[src/rtl/bcd_countdown_timer_if.sv]
// Control/status bundle between the keypad capture logic and the BCD countdown timer.
// master = controlling side (keypad/game FSM), slave = the timer itself.
interface bcd_countdown_timer_if #(
    parameter int unsigned NUM_DIGITS = 4
);
    localparam int unsigned W = 4 * NUM_DIGITS;

    logic         load;
    logic [W-1:0] load_value;
    logic         start;
    logic         pause;
    logic         tick;
    logic [W-1:0] count;
    logic         running;
    logic         paused;
    logic         warn;
    logic         expired;
    logic         expire_pulse;

    modport master (
        output load, load_value, start, pause, tick,
        input  count, running, paused, warn, expired, expire_pulse
    );

    modport slave (
        input  load, load_value, start, pause, tick,
        output count, running, paused, warn, expired, expire_pulse
    );
endinterface

[src/rtl/bcd_countdown_timer.sv]
// Multi-digit BCD countdown timer with load/start/pause control, a low-time
// warning flag and expiry indication. All status outputs come straight from flops.
module bcd_countdown_timer #(
    parameter int unsigned NUM_DIGITS     = 4,
    parameter logic [31:0] WARN_THRESHOLD = 32'h0000_0010
) (
    input  logic                  clk,
    input  logic                  rst,
    bcd_countdown_timer_if.slave  bus
);
    localparam int unsigned W = 4 * NUM_DIGITS;
    localparam logic [W-1:0] THRESH = W'(WARN_THRESHOLD);

    typedef enum logic [2:0] {
        S_IDLE   = 3'd0,
        S_LOADED = 3'd1,
        S_RUN    = 3'd2,
        S_PAUSE  = 3'd3,
        S_DONE   = 3'd4
    } state_e;

    state_e       state_q;
    logic [W-1:0] count_q;
    logic         running_q;
    logic         paused_q;
    logic         warn_q;
    logic         expired_q;
    logic         expire_pulse_q;

    logic [W-1:0] count_dec_d;
    logic [W-1:0] load_clamped_d;
    logic         count_zero_c;
    logic         dec_zero_c;
    logic         count_warn_c;
    logic         dec_warn_c;

    // BCD decrement: zero digits wrap to 9 and pass the borrow upward
    always_comb begin
        logic borrow;
        count_dec_d = count_q;
        borrow      = 1'b1;
        for (int unsigned i = 0; i < NUM_DIGITS; i++) begin
            if (borrow) begin
                if (count_q[4*i +: 4] == 4'd0) begin
                    count_dec_d[4*i +: 4] = 4'd9;
                end else begin
                    count_dec_d[4*i +: 4] = count_q[4*i +: 4] - 4'd1;
                    borrow                = 1'b0;
                end
            end
        end
    end

    // Saturate each loaded nibble to a legal BCD digit
    always_comb begin
        load_clamped_d = '0;
        for (int unsigned i = 0; i < NUM_DIGITS; i++) begin
            load_clamped_d[4*i +: 4] = (bus.load_value[4*i +: 4] > 4'd9) ? 4'd9
                                                                        : bus.load_value[4*i +: 4];
        end
    end

    // With valid BCD nibbles, an unsigned vector compare is a digit-wise MSD-first compare
    always_comb begin
        count_zero_c = (count_q == '0);
        dec_zero_c   = (count_dec_d == '0);
        count_warn_c = (count_q <= THRESH);
        dec_warn_c   = (count_dec_d <= THRESH);
    end

    // Control FSM; priority is rst > load > pause > start > tick
    always_ff @(posedge clk) begin
        if (!rst) begin
            state_q        <= S_IDLE;
            count_q        <= '0;
            running_q      <= 1'b0;
            paused_q       <= 1'b0;
            warn_q         <= 1'b0;
            expired_q      <= 1'b0;
            expire_pulse_q <= 1'b0;
        end else if (bus.load) begin
            state_q        <= S_LOADED;
            count_q        <= load_clamped_d;
            running_q      <= 1'b0;
            paused_q       <= 1'b0;
            warn_q         <= 1'b0;
            expired_q      <= 1'b0;
            expire_pulse_q <= 1'b0;
        end else begin
            expire_pulse_q <= 1'b0;
            unique case (state_q)
                S_IDLE: begin
                end
                S_LOADED: begin
                    if (bus.start) begin
                        if (count_zero_c) begin
                            state_q        <= S_DONE;
                            expired_q      <= 1'b1;
                            expire_pulse_q <= 1'b1;
                        end else begin
                            state_q   <= S_RUN;
                            running_q <= 1'b1;
                            warn_q    <= count_warn_c;
                        end
                    end
                end
                S_RUN: begin
                    if (bus.pause) begin
                        state_q   <= S_PAUSE;
                        running_q <= 1'b0;
                        paused_q  <= 1'b1;
                    end else if (bus.tick && !count_zero_c) begin
                        count_q <= count_dec_d;
                        if (dec_zero_c) begin
                            state_q        <= S_DONE;
                            running_q      <= 1'b0;
                            warn_q         <= 1'b0;
                            expired_q      <= 1'b1;
                            expire_pulse_q <= 1'b1;
                        end else begin
                            warn_q <= dec_warn_c;
                        end
                    end
                end
                S_PAUSE: begin
                    // Simultaneous start and pause keeps the timer frozen
                    if (bus.start && !bus.pause) begin
                        state_q   <= S_RUN;
                        running_q <= 1'b1;
                        paused_q  <= 1'b0;
                    end
                end
                S_DONE: begin
                end
                default: begin
                    state_q   <= S_IDLE;
                    count_q   <= '0;
                    running_q <= 1'b0;
                    paused_q  <= 1'b0;
                    warn_q    <= 1'b0;
                    expired_q <= 1'b0;
                end
            endcase
        end
    end

    assign bus.count        = count_q;
    assign bus.running      = running_q;
    assign bus.paused       = paused_q;
    assign bus.warn         = warn_q;
    assign bus.expired      = expired_q;
    assign bus.expire_pulse = expire_pulse_q;

endmodule

[src/flat_wrapper.sv]
// flat-port wrapper written by rule: the top's interface ports become plain ports
module bcd_countdown_timer_flat 
#(
    parameter int unsigned NUM_DIGITS     = 4,
    parameter logic [31:0] WARN_THRESHOLD = 32'h0000_0010
)
  (clk, rst, bus_load, bus_load_value, bus_start, bus_pause, bus_tick, bus_count, bus_running, bus_paused, bus_warn, bus_expired, bus_expire_pulse);
  bcd_countdown_timer_if #(.NUM_DIGITS(NUM_DIGITS)) bus_i ();
  input  logic clk;
  input  logic rst;
  input wire logic [$bits(bus_i.load)-1:0] bus_load;
  input wire logic [$bits(bus_i.load_value)-1:0] bus_load_value;
  input wire logic [$bits(bus_i.start)-1:0] bus_start;
  input wire logic [$bits(bus_i.pause)-1:0] bus_pause;
  input wire logic [$bits(bus_i.tick)-1:0] bus_tick;
  output wire logic [$bits(bus_i.count)-1:0] bus_count;
  output wire logic [$bits(bus_i.running)-1:0] bus_running;
  output wire logic [$bits(bus_i.paused)-1:0] bus_paused;
  output wire logic [$bits(bus_i.warn)-1:0] bus_warn;
  output wire logic [$bits(bus_i.expired)-1:0] bus_expired;
  output wire logic [$bits(bus_i.expire_pulse)-1:0] bus_expire_pulse;
  assign bus_i.load = bus_load;
  assign bus_i.load_value = bus_load_value;
  assign bus_i.start = bus_start;
  assign bus_i.pause = bus_pause;
  assign bus_i.tick = bus_tick;
  assign bus_count = bus_i.count;
  assign bus_running = bus_i.running;
  assign bus_paused = bus_i.paused;
  assign bus_warn = bus_i.warn;
  assign bus_expired = bus_i.expired;
  assign bus_expire_pulse = bus_i.expire_pulse;
  bcd_countdown_timer #(.NUM_DIGITS(NUM_DIGITS), .WARN_THRESHOLD(WARN_THRESHOLD)) u_core (.clk(clk), .rst(rst), .bus(bus_i));
endmodule
[config.mk]
export PLATFORM = sky130hd
export DESIGN_NAME = bcd_countdown_timer_flat
export DESIGN_NICKNAME = d
export VERILOG_FILES = /design/src/rtl/bcd_countdown_timer_if.sv /design/src/rtl/bcd_countdown_timer.sv /design/src/flat_wrapper.sv
export SDC_FILE = /design/constraint.sdc
export NUM_CORES = 1
export LEC_CHECK = 0
export ABC_AREA = 1
export CAP_MARGIN = 5
export CORE_MARGIN = 5
export CORE_UTILIZATION = 50
export CTS_CLUSTER_SIZE = 25
export DETAILED_ROUTE_END_ITERATION = 10
export PLACE_DENSITY_LB_ADDON = 0.2
export SYNTH_ARGS = -nofsm -noshare
export SYNTH_HDL_FRONTEND = slang
export SYNTH_SLANG_ARGS = --single-unit
[constraint.sdc]
create_clock -name clk -period 2.3 [get_ports clk]
set_clock_uncertainty 0.1 [all_clocks]
set_input_delay 0.345 -clock clk [delete_from_list [all_inputs] [get_ports clk]]
set_output_delay 0.345 -clock clk [all_outputs]
set_load 0.05 [all_outputs]
== Yosys cells after proc, flatten, opt, wreduce, memory -nomap -nowiden ==
Cells that the tools add are included.

* Add/subtract/negate cells: 4
* Magnitude comparators: 6
* Eq/ne operators: 22
* Multiplexer cells: 56
* Bitwise gates (word level): 4
* Reductions and logical operators: 23

{| class="wikitable"
|+ Operators by type and width
! kind !! count
|-
| two-way mux 16 bit || 3
|-
| two-way mux 4 bit || 11
|-
| less-or-equal comparator 16 x 5 -> 1 bit, second input constant || 2
|-
| zero test 16 bit || 2
|-
| one-hot mux 16 bit (2 select lines) || 1
|-
| two-way mux 1 bit || 29
|-
| two-way mux 3 bit || 6
|-
| greater-than comparator 4 bit, second input constant || 4
|-
| zero test 4 bit || 4
|-
| subtractor 4 x 1 -> 4 bit, second input constant || 4
|-
| AND reduction 5 bit || 3
|-
| inequality test 2 x 1 -> 1 bit, second input constant || 6
|-
| inequality test 3 x 2 -> 1 bit, second input constant || 4
|-
| one-hot mux 3 bit (4 select lines) || 1
|-
| AND reduction 6 bit || 2
|-
| one-hot mux 1 bit (3 select lines) || 3
|-
| inequality test 2 bit, second input constant || 4
|-
| inequality test 4 x 3 -> 1 bit, second input constant || 2
|-
| equality test 3 x 2 -> 1 bit, second input constant || 2
|-
| inequality test 3 bit, second input constant || 2
|-
| AND reduction 3 bit || 2
|-
| OR reduction 3 bit || 2
|-
| inverter 1 bit || 4
|-
| one-hot mux 1 bit (4 select lines) || 1
|-
| 8 further kinds || 11
|}

* Register bits: 24
* Input bits: 22
* Output and inout bits: 21
* Word-level logic and storage cells: 123

== Logic depth before layout (Yosys ltp) ==
* Word-level depth: 11
* Gate-level depth with buffers: 16
* Depth with buffers taken out: 16

== Worst setup path before layout ==
OpenSTA, ideal clock, no wires.

* Path type: reg2reg
* Start: reg u_core.count_q[0], in the netlist u_core.bus.count[0]
* End: reg u_core.expired_q, in the netlist u_core.bus.expired
* Library setup time: 0.114 ns
* Arrival: 2.113 ns
* Required time: 2.086 ns
* Slack: -0.027 ns
* Cell stages (with the launch flop): 16
* Buffers on the path: 1
* Clock period less this slack: 2.327 ns
* Cells stage by stage: dfxtp_1 inv_1 ha_1 nand2_4 nor2_8 buf_12 nand2_1 nand2_1 inv_1 nand2_1 nor2_1 nand3_2 nand2_1 nand2_2 o21ai_1 nor2_1

* Longest elaborated chain between the ends: 8
* Elaborated cells on any way between the ends: 17
* Those cells by class: 1 x add/sub; 3 x eq/ne; 7 x mux; 6 x reduce/logical

{| class="wikitable"
|+ Ends and longest elaborated chain
! what !! line !! RTL
|-
| start, declared || bcd_countdown_timer.sv:23 || <nowiki>logic [W-1:0] count_q;</nowiki>
|-
| start signal, assigned || bcd_countdown_timer.sv:83 || <nowiki>count_q <= load_clamped_d;</nowiki>
|-
| start signal, assigned || bcd_countdown_timer.sv:113 || <nowiki>count_q <= count_dec_d;</nowiki>
|-
| zero test 4 bit || bcd_countdown_timer.sv:44 || <nowiki>if (count_q[4*i +: 4] == 4'd0) begin</nowiki>
|-
| two-way mux 1 bit || bcd_countdown_timer.sv:44 ||
|-
| two-way mux 1 bit (2 in series) || bcd_countdown_timer.sv:43 || <nowiki>if (borrow) begin</nowiki>
|-
| two-way mux 4 bit || bcd_countdown_timer.sv:43 ||
|-
| zero test 16 bit || bcd_countdown_timer.sv:66 || <nowiki>dec_zero_c = (count_dec_d == '0);</nowiki>
|-
| inequality test 2 x 1 -> 1 bit (no line) || - ||
|-
| AND reduction 6 bit (no line) * || - ||
|-
| end signal, assigned || bcd_countdown_timer.sv:79 || <nowiki>expired_q <= 1'b0;</nowiki>
|-
| end signal, assigned || bcd_countdown_timer.sv:87 || <nowiki>expired_q <= 1'b0;</nowiki>
|-
| end signal, assigned || bcd_countdown_timer.sv:98 || <nowiki>expired_q <= 1'b1;</nowiki>
|-
| end, declared || bcd_countdown_timer.sv:27 || <nowiki>logic expired_q;</nowiki>
|}

Mark *: on every way between the ends. The rest lies on a longest branch, timed or not.
A chain may end at the register's enable or synchronous reset.

== Worst setup path after layout ==
* Start: reg u_core.count_q[8], in the netlist u_core.bus.count[8]
* End: out bus_count[8]

{| class="wikitable"
|+ RTL lines
! what !! line !! RTL
|-
| end, declared || flat_wrapper.sv:16 || <nowiki>output wire logic [$bits(bus_i.count)-1:0] bus_count;</nowiki>
|}

No word-level cell between the ends.

==> run summary <==
Outcome = completed
CTS tree = yes
Nets@finish = 382
Crit path max fanout = 7
Drt via density = 5.176
First-pass GRT wire length = 8.418 mm
Combinational power share = 0.408
Clock power frac = 0.231
DP Wirelength = 4.007 mm
Initial Util = 0.5188
Largest net degree at the start of global routing = 17
Synth Area in Adders = 0.01976
Main combinational cell family by area after synthesis = simple AND/OR/NAND/NOR gates
Unrepaired setup endpoints after global routing = no
WHS Path Cells = 2
Post-Syn Nets = 331
RR Startpoint = u_core.bus.count[0]
Number of antenna violations at the first check in global routing = 0
Mapped Area = 1899 um^2
Maxcap violations = 0
CP max-delay cell = clkdlybuf4s50_1
Switching share of power = 0.4000
Xor/xnor share of the synthesized area = 0.004611
Initial DRC count = 154
Switching pwr = 0.0005220 W
M2 GR Usage = 0.3367
Vias in the first global route = 1,938
Port buffer count = 42
Met3 Resource Use GR = 0.02244
CORE AREA = 3661 um^2
Flop pwr share = 0.361
Grt ovf = 0
Root buffer cell = clkbuf_8
Die Area = 5132 um^2
CTS sink cnt = 24
DRC Markers = 0
Final period util = 0.9098
Buf/Inv on CP = 1
Die Y-Extent = 71.64 um
Worst setup SP type = flip-flop
Final RePlAce weighted congestion = 0.8619
Hold Violations, Final = 0
Tmin final = 2092 ps
Netlist cell types = 33
DRT Pass-1 Iters = 4
Synth warn = 0
Antenna cells = 0
I/O pin total = 43
Max Clk Rate = 477.9 MHz
Clock Tree Buf Depth = 2
Simple-Gate Fraction of Synth Area = 0.4282
Hold path endpoint = u_core.bus.warn
Layout cell share with drive strength beyond 1 = 0.1320
Met1 Use GR = 0.2637
Rows = 22
Hold_buf cts = 0
Setup TNS = 0 ps
Min-Delay Path Class = flip-flop to flip-flop
Via count = 2,091
Post-Syn Instances = 306
Setup CP Type = flip-flop to output pin
H-tree levels = 1
WL per Instance = 12.76 um
P_leak = 1.044 nW
Gr usage total = 0.2013
R2R depth = 12
Avg Inst Size Synth = 6.207 um^2
WP data arrival = 1650 ps
Seq/Total Area, Yosys = 0.2530
Pint = 0.0007831 W
Detailed Route WL = 5.157 mm
GRT busiest layer = met2
Worst IR Drop VDD = 0.0003039 V
Clock Latency Late Sink = 270 ps
CTS clock-pin slew for the worst setup and hold paths = 90 ps
Crit-path max cell delay = 870 ps
Synth Area in Compound Gates = 0.1713
WP data required = 1860 ps
CP Cell Sequence = clkdlybuf4s50_1
Die width = 71.64 um
Final Power = 0.001305 W
Routed Antenna Nets = 0
Num CTS Buffers = 3
Worst Setup End Kind = output pin
Slew headroom = 0.6612
FF+latch count, synth = 24
Tightest Pin Transition = 506.6 ps
Setup Viol. Count Final = 0
Worst hold start = u_core.bus.warn
R2r setup slk = 240 ps
Synthesis-to-layout area growth = 29.97%
Cell Pwr Density = 528.7 nW/um^2
Post-synthesis mux area share = 0
Worst reg2reg endpoint = u_core.bus.count[14]
Cell family with most CP delay = buffers and inverters
Slew Viols, Final = 0
==> power groups by stage <==
stage / registers (W) / clock network, W / logic, W
after floorplan: 0.000549 / 0 / 0.000307
after global placement: 0.000480 / 0 / 0.000510
after detailed placement: 0.000480 / 0 / 0.000515
after CTS: 0.000471 / 0.000298 / 0.000517
after global routing: 0.000476 / 0.000315 / 0.000587
final: 0.000471 / 0.000301 / 0.000532
==> metrics by stage <==
step | area (um^2) | instances | hold WS (ps) | util | setup WS, ps
finish | 2469 | 404 | 391.6 | 0.6743 | 207.5
global route | 2469 | 404 | 419.1 | 0.6743 | 11.49
CTS | 2442 | 403 | 394.3 | 0.6671 | 151.0
detailed placement | 2387 | 399 | 379.3 | 0.6521 | 184.0
global placement | 2387 | 399 | 362.4 | 0.6521 | 211.6
floorplan | 1901 | 306 | 383.3 | - | 18.81
==> sequential cells by signal, indices dropped and copies added (netlist names) <==
register / count
u_core.bus.count: 16
u_core.state_q: 3
u_core.bus.expire_pulse: 1
u_core.bus.expired: 1
u_core.bus.paused: 1
u_core.bus.running: 1
u_core.bus.warn: 1
==> cell type report <==
cell class	count	area, um^2
Clock buffer	4	55.05
Timing Repair Buffer	49	473.0
Sequential cell	24	481.7
Fill cell	335	1192
Multi-Input combinational cell	230	1211
Tap cell	48	60.06
Inverter	49	187.7
==> cell families (layout without fill, tap and decap cells) <==
kind of cell / Yosys count / count (layout)
xor+xnor: 1 / 1
fa+ha+maj: 3 / 3
buf+inv: 53 / 102
flops: 24 / 24
compound gates: 60 / 60
simple gates: 165 / 166
==> what timing repair did <==
action | CTS | global route
setup buffers | 0 | 0
setup endpoints to repair | 0 | 7
gates resized for setup | 0 | 3
==> cells in the final DEF (no fill, tap or decap), drive strengths merged, types with 2 or more instances in the layout <==
cell	instances
nand2	86
inv	47
nor2	43
clkdlybuf4s50	42
o21ai	27
a21oi	24
dfxtp	24
nand3	22
nand4	9
buf	7
a31oi	5
clkbuf	4
nor3	4
ha	3
o211ai	2
clkinv	2
==> layer usage <==
metal / wire (um) / share of wire
met1: 2373 / 0.46
met3: 319 / 0.062
met5: 0 / 0
met2: 2352 / 0.46
met4: 112 / 0.022
==> synth_stat cells <==
master / number / area (um^2)
a21oi_1: 23 / 115.1
a21oi_2: 1 / 8.760
a31oi_1: 5 / 31.28
a41oi_1: 1 / 8.760
and3_1: 1 / 6.260
buf_12: 1 / 20.02
buf_6: 2 / 22.52
clkbuf_1: 1 / 3.750
clkinv_1: 1 / 3.750
clkinv_2: 1 / 5.000
dfxtp_1: 24 / 480.5
ha_1: 3 / 37.54
inv_1: 46 / 172.7
inv_4: 1 / 6.260
nand2_1: 71 / 266.5
nand2_2: 13 / 81.33
nand2_4: 2 / 22.52
nand3_1: 18 / 90.09
nand3_2: 4 / 40.04
nand3b_1: 1 / 7.510
nand4_1: 9 / 56.30
nor2_1: 34 / 127.6
nor2_2: 3 / 18.77
nor2_4: 4 / 45.04
nor2_8: 1 / 20.02
nor3_1: 3 / 15.01
nor3_4: 1 / 16.27
o211ai_1: 2 / 15.01
o21a_1: 1 / 7.510
o21ai_0: 24 / 120.1
o21ai_1: 2 / 10.01
o21ai_2: 1 / 8.760
xor2_1: 1 / 8.760
==> worst max-delay path by stage <==
stage / startpoint / end / cells after the start
floorplan: u_core.bus.count[1] / u_core.bus.expired / 15
global placement: u_core.bus.count[1] / u_core.bus.expired / 13
detailed placement: u_core.bus.count[0] / u_core.bus.expired / 13
CTS: u_core.bus.count[0] / u_core.bus.warn / 14
global route: u_core.bus.count[0] / u_core.bus.expired / 15
finish: u_core.bus.count[8] / bus_count[8] / 1
Note: power is estimated with default switching activity, not from simulation.
